===== src/rtl/iir_biquad_seq_pkg.sv =====
// Shared types and constants for the biquad sequencer: float word width,
// sequencer states and coefficient slot indices.
package iir_pkg;
  localparam int DEF_MAN = 23;
  localparam int DEF_EXP = 8;
  localparam int FW = DEF_MAN + DEF_EXP + 1;

  typedef enum logic [2:0] {
    S_IDLE,
    S_MUL0,
    S_MAC1,
    S_MAC2,
    S_MAC3,
    S_MAC4,
    S_ACC_LAST,
    S_OUT
  } state_t;

  localparam logic [2:0] C_B0  = 3'd0;
  localparam logic [2:0] C_B1  = 3'd1;
  localparam logic [2:0] C_B2  = 3'd2;
  localparam logic [2:0] C_NA1 = 3'd3;
  localparam logic [2:0] C_NA2 = 3'd4;

  localparam logic [FW-1:0] FLOAT_ZERO = '0;
  localparam logic [FW-1:0] FLOAT_ONE  = {2'b00, {(DEF_EXP-1){1'b1}}, {DEF_MAN{1'b0}}};
endpackage


===== src/rtl/iir_biquad_seq_if.sv =====
// Sample stream, result stream and coefficient-write port of the biquad sequencer.
interface iir_biquad_seq_if #(
  parameter int MAN = 23,
  parameter int EXP = 8
);
  logic                 in_valid;
  logic                 in_ready;
  logic [MAN-1:0]       in_sample;
  logic                 out_valid;
  logic                 out_ready;
  logic [MAN+EXP:0]     out_sample;
  logic                 coef_we;
  logic [2:0]           coef_addr;
  logic [MAN+EXP:0]     coef_data;
  logic                 clr;
  logic                 busy;

  modport master (
    output in_valid, in_sample, out_ready, coef_we, coef_addr, coef_data, clr,
    input  in_ready, out_valid, out_sample, busy
  );

  modport slave (
    input  in_valid, in_sample, out_ready, coef_we, coef_addr, coef_data, clr,
    output in_ready, out_valid, out_sample, busy
  );
endinterface


===== src/rtl/iir_biquad_seq_coef_bank.sv =====
// Shadow/active coefficient banks; the active bank is swapped in when a sample
// is accepted so a running computation never sees a half-updated set.
module iir_coef_bank
  import iir_pkg::*;
#(
  parameter int FWB = FW
) (
  input  logic           clk,
  input  logic           rst_n,
  input  logic           we,
  input  logic [2:0]     addr,
  input  logic [FWB-1:0] wdata,
  input  logic           commit,
  input  state_t         state,
  output logic [FWB-1:0] coef
);
  logic [FWB-1:0] shadow [5];
  logic [FWB-1:0] active [5];

  always_ff @(posedge clk or negedge rst_n) begin
    if (!rst_n) begin
      for (int k = 0; k < 5; k++) begin
        shadow[k] <= '0;
        active[k] <= '0;
      end
    end else begin
      if (commit) active <= shadow;
      if (we) begin
        case (addr)
          C_B0:    shadow[0] <= wdata;
          C_B1:    shadow[1] <= wdata;
          C_B2:    shadow[2] <= wdata;
          C_NA1:   shadow[3] <= wdata;
          C_NA2:   shadow[4] <= wdata;
          default: ;
        endcase
      end
    end
  end

  always_comb begin
    coef = '0;
    case (state)
      S_MUL0:  coef = active[C_B0];
      S_MAC1:  coef = active[C_B1];
      S_MAC2:  coef = active[C_B2];
      S_MAC3:  coef = active[C_NA1];
      S_MAC4:  coef = active[C_NA2];
      default: coef = '0;
    endcase
  end
endmodule


===== src/rtl/iir_float_ops.sv =====
// Minimal float primitives for the biquad datapath: truncating, denormals
// flushed to zero, no inf/NaN encoding.
module int2float #(
  parameter int MAN = 23,
  parameter int EXP = 8
) (
  input  logic [MAN-1:0]   a,
  output logic [MAN+EXP:0] f
);
  localparam int BIAS = (1 << (EXP - 1)) - 1;
  logic [MAN-1:0] mag;
  logic [MAN:0]   norm;
  int             msb;

  always_comb begin
    mag = a[MAN-1] ? (~a + 1'b1) : a;
    msb = 0;
    for (int i = 0; i < MAN; i++)
      if (mag[i]) msb = i;
    norm = {1'b0, mag} << (MAN - msb);
    f = '0;
    if (mag != '0) f = {a[MAN-1], EXP'(BIAS + msb), norm[MAN-1:0]};
  end
endmodule

module mult #(
  parameter int MAN = 23,
  parameter int EXP = 8
) (
  input  logic [MAN+EXP:0] a,
  input  logic [MAN+EXP:0] b,
  output logic [MAN+EXP:0] p
);
  localparam logic signed [EXP+1:0] BIAS_S = (EXP+2)'((1 << (EXP - 1)) - 1);
  localparam logic signed [EXP+1:0] EMAX   = (EXP+2)'((1 << EXP) - 1);
  localparam logic signed [EXP+1:0] EONE   = (EXP+2)'(1);
  logic [2*MAN+1:0]     prod;
  logic [MAN-1:0]       man;
  logic signed [EXP+1:0] e;

  always_comb begin
    prod = {1'b1, a[MAN-1:0]} * {1'b1, b[MAN-1:0]};
    e = $signed({2'b00, a[MAN+EXP-1:MAN]}) + $signed({2'b00, b[MAN+EXP-1:MAN]}) - BIAS_S;
    man = prod[2*MAN+1] ? prod[2*MAN:MAN+1] : prod[2*MAN-1:MAN];
    if (prod[2*MAN+1]) e = e + EONE;
    p = '0;
    if (a[MAN+EXP-1:MAN] != '0 && b[MAN+EXP-1:MAN] != '0 && e > 0) begin
      if (e >= EMAX) p = {a[MAN+EXP] ^ b[MAN+EXP], {(EXP-1){1'b1}}, 1'b0, {MAN{1'b1}}};
      else           p = {a[MAN+EXP] ^ b[MAN+EXP], e[EXP-1:0], man};
    end
  end
endmodule

module soma #(
  parameter int MAN = 23,
  parameter int EXP = 8
) (
  input  logic [MAN+EXP:0] a,
  input  logic [MAN+EXP:0] b,
  output logic [MAN+EXP:0] s
);
  // hidden bit + mantissa + two guard bits below the LSB
  localparam int MW = MAN + 3;
  localparam logic [EXP-1:0] MW_E = EXP'(MW);
  localparam logic signed [EXP+1:0] EONE = (EXP+2)'(1);
  logic [MAN+EXP:0]      big, sml;
  logic [EXP-1:0]        eb, es, dsh;
  logic [MW-1:0]         mb, ms;
  logic [MW:0]           sum, norm;
  logic signed [EXP+1:0] e;
  int                    lead;

  always_comb begin
    if (a[MAN+EXP-1:0] >= b[MAN+EXP-1:0]) begin
      big = a;
      sml = b;
    end else begin
      big = b;
      sml = a;
    end
    eb  = big[MAN+EXP-1:MAN];
    es  = sml[MAN+EXP-1:MAN];
    mb  = {1'b1, big[MAN-1:0], 2'b00};
    ms  = (es == '0) ? '0 : {1'b1, sml[MAN-1:0], 2'b00};
    dsh = eb - es;
    ms  = (dsh >= MW_E) ? '0 : (ms >> dsh);
    sum = (big[MAN+EXP] == sml[MAN+EXP]) ? ({1'b0, mb} + {1'b0, ms}) : ({1'b0, mb} - {1'b0, ms});
    lead = 0;
    for (int i = 0; i <= MW; i++)
      if (sum[i]) lead = i;
    e = $signed({2'b00, eb});
    if (lead == MW) begin
      norm = sum >> 1;
      e = e + EONE;
    end else begin
      norm = sum << (MW - 1 - lead);
      e = e - $signed((EXP+2)'(MW - 1 - lead));
    end
    s = '0;
    if (eb != '0 && sum != '0 && e > 0) s = {big[MAN+EXP], e[EXP-1:0], norm[MW-2:2]};
  end
endmodule

module float2int #(
  parameter int MAN = 23,
  parameter int EXP = 8
) (
  input  logic [MAN+EXP:0] f,
  output logic [MAN+EXP:0] i
);
  localparam int W    = MAN + EXP + 1;
  localparam int BIAS = (1 << (EXP - 1)) - 1;
  logic [W-1:0] mag;
  int           sh;

  // Truncates toward zero; magnitudes beyond the word saturate.
  always_comb begin
    sh  = int'(f[MAN+EXP-1:MAN]) - BIAS;
    mag = '0;
    if (sh >= W - 1)    mag = {1'b0, {(W-1){1'b1}}};
    else if (sh >= MAN) mag = W'({1'b1, f[MAN-1:0]}) << (sh - MAN);
    else if (sh >= 0)   mag = W'({1'b1, f[MAN-1:0]}) >> (MAN - sh);
    i = f[MAN+EXP] ? (~mag + 1'b1) : mag;
  end
endmodule


===== src/rtl/iir_biquad_seq.sv =====
// Direct-form-I biquad sequencer sharing one float multiplier and one adder
// across the five taps.
//   state    | meaning
//   IDLE     | waiting for a sample, in_ready high
//   MUL0     | prod = b0*x0
//   MAC1     | acc = prod, prod = b1*x1
//   MAC2..4  | acc += prod, prod = b2*x2 / na1*y1 / na2*y2
//   ACC_LAST | acc += prod, latch integer result
//   OUT      | hold result until out_ready, then shift delay line
module iir_biquad_seq
  import iir_pkg::*;
#(
  parameter int MAN = DEF_MAN,
  parameter int EXP = DEF_EXP
) (
  input logic               clk,
  input logic               rst_n,
  iir_biquad_seq_if.slave   bus
);
  localparam int W = MAN + EXP + 1;

  state_t         state, state_nxt;
  logic [W-1:0]   x0, x1, x2, y1, y2, prod, acc, out_q;
  logic [W-1:0]   x_flt, mul_res, sum_res, int_res, coef, operand;
  logic           in_ready, accept, ld_prod, acc_byp, acc_add, ld_out, shift;

  iir_coef_bank #(.FWB(W)) u_coef (
    .clk    (clk),
    .rst_n  (rst_n),
    .we     (bus.coef_we),
    .addr   (bus.coef_addr),
    .wdata  (bus.coef_data),
    .commit (accept),
    .state  (state),
    .coef   (coef)
  );

  int2float #(.MAN(MAN), .EXP(EXP)) u_i2f (.a(bus.in_sample), .f(x_flt));
  mult      #(.MAN(MAN), .EXP(EXP)) u_mul (.a(coef), .b(operand), .p(mul_res));
  soma      #(.MAN(MAN), .EXP(EXP)) u_add (.a(acc), .b(prod), .s(sum_res));
  float2int #(.MAN(MAN), .EXP(EXP)) u_f2i (.f(sum_res), .i(int_res));

  always_ff @(posedge clk or negedge rst_n) begin
    if (!rst_n) state <= S_IDLE;
    else        state <= state_nxt;
  end

  always_comb begin
    state_nxt = state;
    case (state)
      S_IDLE:     if (accept) state_nxt = S_MUL0;
      S_MUL0:     state_nxt = S_MAC1;
      S_MAC1:     state_nxt = S_MAC2;
      S_MAC2:     state_nxt = S_MAC3;
      S_MAC3:     state_nxt = S_MAC4;
      S_MAC4:     state_nxt = S_ACC_LAST;
      S_ACC_LAST: state_nxt = S_OUT;
      S_OUT:      if (bus.out_ready) state_nxt = S_IDLE;
      default:    state_nxt = S_IDLE;
    endcase
    if (bus.clr) state_nxt = S_IDLE;
  end

  always_comb begin
    in_ready = (state == S_IDLE) && !bus.clr;
    accept   = in_ready && bus.in_valid;
    ld_prod  = (state == S_MUL0) || (state == S_MAC1) || (state == S_MAC2) ||
               (state == S_MAC3) || (state == S_MAC4);
    acc_byp  = (state == S_MAC1);
    acc_add  = (state == S_MAC2) || (state == S_MAC3) || (state == S_MAC4) ||
               (state == S_ACC_LAST);
    ld_out   = (state == S_ACC_LAST);
    shift    = (state == S_OUT) && bus.out_ready;
    operand  = '0;
    case (state)
      S_MUL0:  operand = x0;
      S_MAC1:  operand = x1;
      S_MAC2:  operand = x2;
      S_MAC3:  operand = y1;
      S_MAC4:  operand = y2;
      default: operand = '0;
    endcase
  end

  assign bus.in_ready   = in_ready;
  assign bus.busy       = (state != S_IDLE);
  assign bus.out_valid  = (state == S_OUT);
  assign bus.out_sample = out_q;

  // y1/y2 keep the float accumulator so feedback is not quantised to integers
  always_ff @(posedge clk or negedge rst_n) begin
    if (!rst_n) begin
      x0 <= '0; x1 <= '0; x2 <= '0; y1 <= '0; y2 <= '0;
      prod <= '0; acc <= '0; out_q <= '0;
    end else if (bus.clr) begin
      x0 <= '0; x1 <= '0; x2 <= '0; y1 <= '0; y2 <= '0;
      prod <= '0; acc <= '0;
    end else begin
      if (accept)       x0 <= x_flt;
      if (ld_prod)      prod <= mul_res;
      if (acc_byp)      acc <= prod;
      else if (acc_add) acc <= sum_res;
      if (ld_out)       out_q <= int_res;
      if (shift) begin
        x2 <= x1;
        x1 <= x0;
        y2 <= y1;
        y1 <= acc;
      end
    end
  end
endmodule


===== src/flat_wrapper.sv =====
// flat-port wrapper written by rule: the top's interface ports become plain ports
module iir_biquad_seq_flat import iir_pkg::*;
#(
  parameter int MAN = DEF_MAN,
  parameter int EXP = DEF_EXP
)
  (clk, rst_n, bus_in_valid, bus_in_sample, bus_out_ready, bus_coef_we, bus_coef_addr, bus_coef_data, bus_clr, bus_in_ready, bus_out_valid, bus_out_sample, bus_busy);
  iir_biquad_seq_if #(.MAN(MAN), .EXP(EXP)) bus_i ();
  input logic clk;
  input logic rst_n;
  input wire logic [$bits(bus_i.in_valid)-1:0] bus_in_valid;
  input wire logic [$bits(bus_i.in_sample)-1:0] bus_in_sample;
  input wire logic [$bits(bus_i.out_ready)-1:0] bus_out_ready;
  input wire logic [$bits(bus_i.coef_we)-1:0] bus_coef_we;
  input wire logic [$bits(bus_i.coef_addr)-1:0] bus_coef_addr;
  input wire logic [$bits(bus_i.coef_data)-1:0] bus_coef_data;
  input wire logic [$bits(bus_i.clr)-1:0] bus_clr;
  output wire logic [$bits(bus_i.in_ready)-1:0] bus_in_ready;
  output wire logic [$bits(bus_i.out_valid)-1:0] bus_out_valid;
  output wire logic [$bits(bus_i.out_sample)-1:0] bus_out_sample;
  output wire logic [$bits(bus_i.busy)-1:0] bus_busy;
  assign bus_i.in_valid = bus_in_valid;
  assign bus_i.in_sample = bus_in_sample;
  assign bus_i.out_ready = bus_out_ready;
  assign bus_i.coef_we = bus_coef_we;
  assign bus_i.coef_addr = bus_coef_addr;
  assign bus_i.coef_data = bus_coef_data;
  assign bus_i.clr = bus_clr;
  assign bus_in_ready = bus_i.in_ready;
  assign bus_out_valid = bus_i.out_valid;
  assign bus_out_sample = bus_i.out_sample;
  assign bus_busy = bus_i.busy;
  iir_biquad_seq #(.MAN(MAN), .EXP(EXP)) u_core (.clk(clk), .rst_n(rst_n), .bus(bus_i));
endmodule

===== config.mk =====
export PLATFORM = sky130hd
export DESIGN_NAME = iir_biquad_seq_flat
export DESIGN_NICKNAME = d
export VERILOG_FILES = /design/src/rtl/iir_biquad_seq_pkg.sv /design/src/rtl/iir_biquad_seq_if.sv /design/src/rtl/iir_biquad_seq_coef_bank.sv /design/src/rtl/iir_float_ops.sv /design/src/rtl/iir_biquad_seq.sv /design/src/flat_wrapper.sv
export SDC_FILE = /design/constraint.sdc
export NUM_CORES = 2
export LEC_CHECK = 0
export ABC_AREA = 0
export CORE_ASPECT_RATIO = 1.1
export CORE_UTILIZATION = 55
export DETAILED_ROUTE_END_ITERATION = 10
export PLACE_DENSITY = 0.73
export SLEW_MARGIN = 0
export SYNTH_ARGS = -nofsm -noshare
export SYNTH_HDL_FRONTEND = slang
export SYNTH_SLANG_ARGS = --single-unit

===== constraint.sdc =====
create_clock -name clk -period 31.8 [get_ports clk]
set_clock_uncertainty 0.05 [all_clocks]
set_input_delay 9.54 -clock clk [delete_from_list [all_inputs] [get_ports clk]]
set_output_delay 9.54 -clock clk [all_outputs]
set_load 0.02 [all_outputs]

==> reports/qor.csv <==
stage,metric,value,unit
clock_tree,clk-insertion-delay-late,700,ps
drt,via_per_inst,6.464,
power,power_frac_comb,0.407,
clock_tree,htree_levels,2,
global_routing,grt.total_usage,0.3974,
clock_tree,root_buffer,clkbuf_16,
sta,slew_headroom,0.05943,
power,power,2.815,mW
sta,tightestPinTransition,1396,ps
critical_path,critPathArrivalTime,24700,ps
placed_design,routabilityCongestion,1.070,
hold_path,holdPathStages,2,
placed_design,place_ws,8284,ps
placed_design,dp_hpwl,164.5,mm
cells_and_area,drive_gt1_frac,0.08549,
power,leakage,29.69,nW
critical_path,cp_max_fo,43,
power,intPower,1.657,mW
clock_tree,ctsResizeCount,0,
power,p_switching,1.158,mW
sta,rsz0062_at_grt,no,
global_routing,grt_remaining_overflow,0,
logic_synthesis,syn_area,60770,sq um
global_routing,grt_max_degree,177,
critical_path,cp-end-kind,flop,
die,pin_count,99,
sta,clock.fmax,41.34,MHz
hold_path,hold_start,u_core.u_coef.shadow[38],
die,rows,127,
drt,first_iter_violations,5689,
logic_synthesis,ys.flop_type,dfrtp_1,
clock_tree,postCtsHoldBufs,0,
drt,routed-via-count,56270,
clock_tree,tritoncts,yes,
logic_synthesis,synth-seq-cells,579,
sta,finalCriticalPeriod,24190,ps
clock_tree,cts_buffer_depth,3,
die,coreArea,109300,sq um
logic_synthesis,yosysUniqueCellTypes,122,
sta,setup_viol,0,
sta,drv_slew,0,
critical_path,cp_slowest_stage_delay,850,ps
die,die_area,111800,sq um
critical_path,worstRegToRegCells,82,
logic_synthesis,async_flop_share,1.000,
cells_and_area,fin_util,0.5968,
logic_synthesis,ys_warn_count,0,
logic_synthesis,synthCells,7414,
clock_tree,clock-sinks,579,
power,clkPwrFrac,0.260,
hold_path,hold_class,flop to flop,
drt,dr.pass1.iters,9,
global_routing,grt_first_pass_wirelength,339.4,mm
power,seqPwrFrac,0.333,
critical_path,reg2reg_slack,7610,ps
global_routing,antenna_found_initial,3,
sta,finalHoldViolCount,0,
critical_path,crit_path_start_kind,flop,
critical_path,required,32310,ps
die,dieWidth,318.9,um
drt,remaining_drc_errors,0,
clock_tree,numCtsBuffers,57,
cells_and_area,diodes,0,
outcome,status,finished clean,
clock_tree,cts_setup_buffers,0,
drt,postRouteWirelength,223.6,mm
hold_path,hold_path_end,u_core.u_coef.active[38],
die,start_util,0.5559,
sta,hold_slack,412.5,ps
logic_synthesis,ys_seq_area_frac,0.2384,
power,swShare,0.4115,
cells_and_area,area_growth,7.371,%
logic_synthesis,synth.avg_cell_area,8.197,sq um
die,die_h,350.6,um
placed_design,io_buffers,98,
cells_and_area,nNetsFinal,8088,
global_routing,first_global_vias,55610,
critical_path,slowest_stage,nor3_1,
drt,ant_nets,0,
critical_path,reg2reg_to,u_core.bus.out_sample[30],
sta,fin_setup_tns,0,ps
power,cellPowerDensity,43.15,nW/um^2
sta,fin_ws,7610,ps
critical_path,path_class,flop to flop,
logic_synthesis,synth_edf_count,0,
flow_run,cap_violations,0,
power,max-vdd-ir-drop,0.05295,mV
critical_path,rr_startpoint,u_core.prod[23],
logic_synthesis,syn-num-nets,8262,
sta,period_share,0.7607,
critical_path,critPathMostFrequentCell,ha_1,
drt,wl_per_cell,25.68,um
clock_tree,cts.reportedPaths.clkPinSlew,60,ps
cells_and_area,n_fill_cell,9696,
==> kinds of logic after synthesis <==
| family | share of synthesized area |
|---|---|
| AO/OA/AOI/OAI | 0.1748 |
| XOR/XNOR | 0.02098 |
| buffers and inverters | 0.07227 |
| flip-flops | 0.2384 |
| AND/OR/NAND/NOR | 0.2017 |
| adder cells (fa/ha/maj) | 0.2215 |
| multiplexers | 0.07027 |
==> synthesized netlist by cell type (21+ instances only) <==
master    number  share of area
o21ai_0      273          0.022
a221oi_1      31         0.0045
or3_1         46         0.0047
buf_2         33         0.0027
buf_1         40         0.0025
nor3_1       141          0.012
mux2i_1      151          0.025
ha_1         300          0.062
fa_1         484           0.16
o21a_1        34         0.0042
o221ai_1      37         0.0053
dfrtp_1      579           0.24
mux2_2       211          0.039
a22o_1        31         0.0045
a31oi_1       53         0.0055
inv_1        683          0.042
o211ai_1      55         0.0068
a22oi_1       68         0.0084
a211o_1       22         0.0032
a221o_1       21         0.0035
o21ai_1       37         0.0030
nor4_1        33         0.0034
and2_1        68         0.0070
and3_1        36         0.0037
or4_1         21         0.0026
a21o_1        54         0.0067
nor2b_1       39         0.0040
clkbuf_1     378          0.023
nand2_1     1693           0.10
a211oi_1      62         0.0077
a21oi_1      386          0.032
nand2b_1      34         0.0035
nand4_1       39         0.0040
nand3_1      105         0.0086
o31ai_1       36         0.0044
o22ai_1       39         0.0040
nor2_1       477          0.029
xnor2_1       85          0.012
xor2_1        55         0.0079
==> flip-flops by register name, indices dropped and copies added, names as in the netlist <==
| register | count |
|---|---|
| u_core.u_coef.active | 160 |
| u_core.u_coef.shadow | 160 |
| u_core.acc | 32 |
| u_core.bus.out_sample | 32 |
| u_core.prod | 32 |
| u_core.x0 | 32 |
| u_core.x1 | 32 |
| u_core.x2 | 32 |
| u_core.y1 | 32 |
| u_core.y2 | 32 |
| u_core.state | 3 |
==> cells in the final DEF (no fill, tap or decap), types with 57 or more instances in the layout <==
cell type / n
a211oi_1: 62
a21oi_1: 377
a22oi_1: 68
and2_1: 66
buf_4: 127
clkbuf_16: 57
clkdlybuf4s50_1: 96
dfrtp_1: 576
fa_1: 484
ha_1: 299
inv_1: 683
mux2_2: 211
mux2i_1: 151
nand2_1: 1691
nand3_1: 105
nor2_1: 473
nor3_1: 138
o21ai_0: 272
xnor2_1: 82
==> area by class of cell <==
class,instances,area [sq um],area share
inverters,690,2590,0.03969
multi-input cells,5686,42410,0.6500
clock buffers,80,1613,0.02472
repair buffers,226,1969,0.03018
flip-flops and latches,579,14500,0.2221
well taps,1419,1775,0.02721
clock inverters,26,394.1,0.006040
==> critical path, delay by kind of cell, from the launching register on <==
kind	cells	cell delay, ps
fa+ha+maj	8	2870
simple gates	30	8090
xor+xnor	2	480
buf+inv	9	2760
mux	1	320
flops	1	480
compound gates	32	8900
==> worst max-delay path by stage <==
stage | from | endpoint | cells after the start | slack, ps
final | u_core.prod[23] | u_core.bus.out_sample[30] | 82 | 7610
after global routing | u_core.prod[23] | u_core.bus.out_sample[30] | 87 | 5890
after CTS | u_core.prod[23] | u_core.bus.out_sample[30] | 88 | 8190
after detailed placement | u_core.prod[23] | u_core.bus.out_sample[30] | 88 | 8280
after global placement | u_core.prod[23] | u_core.bus.out_sample[30] | 88 | 8530
after floorplan | u_core.prod[23] | u_core.bus.out_sample[30] | 100 | 11000
==> power groups by stage <==
stage / Clock [mW] / Combinational, mW / Sequential, mW
floorplan: 0 / 0.740 / 0.933
global placement: 0 / 1.11 / 0.942
detailed placement: 0 / 1.12 / 0.949
CTS: 0.739 / 1.13 / 0.936
global route: 0.767 / 1.24 / 0.952
finish: 0.731 / 1.15 / 0.938
==> per-stage QoR <==
| step | area (sq um) | cells |
|---|---|---|
| 3_5_place_dp | 63240 | 8600 |
| 4_1_cts | 65250 | 8706 |
| 5_1_grt | 65250 | 8706 |
| 3_3_place_gp | 63240 | 8600 |
| 6_report | 65250 | 8706 |
| 2_1_floorplan | 60770 | 7414 |
==> layer usage <==
layer,vias up,GRT usage,wire length [um]
li1,24870,-,-
met1,27870,0.4759,82480
met2,2715,0.6600,105200
met3,818,0.07192,18860
met4,4,0.2581,16990
met5,-,0,23
(Power assumes the default switching activity.)
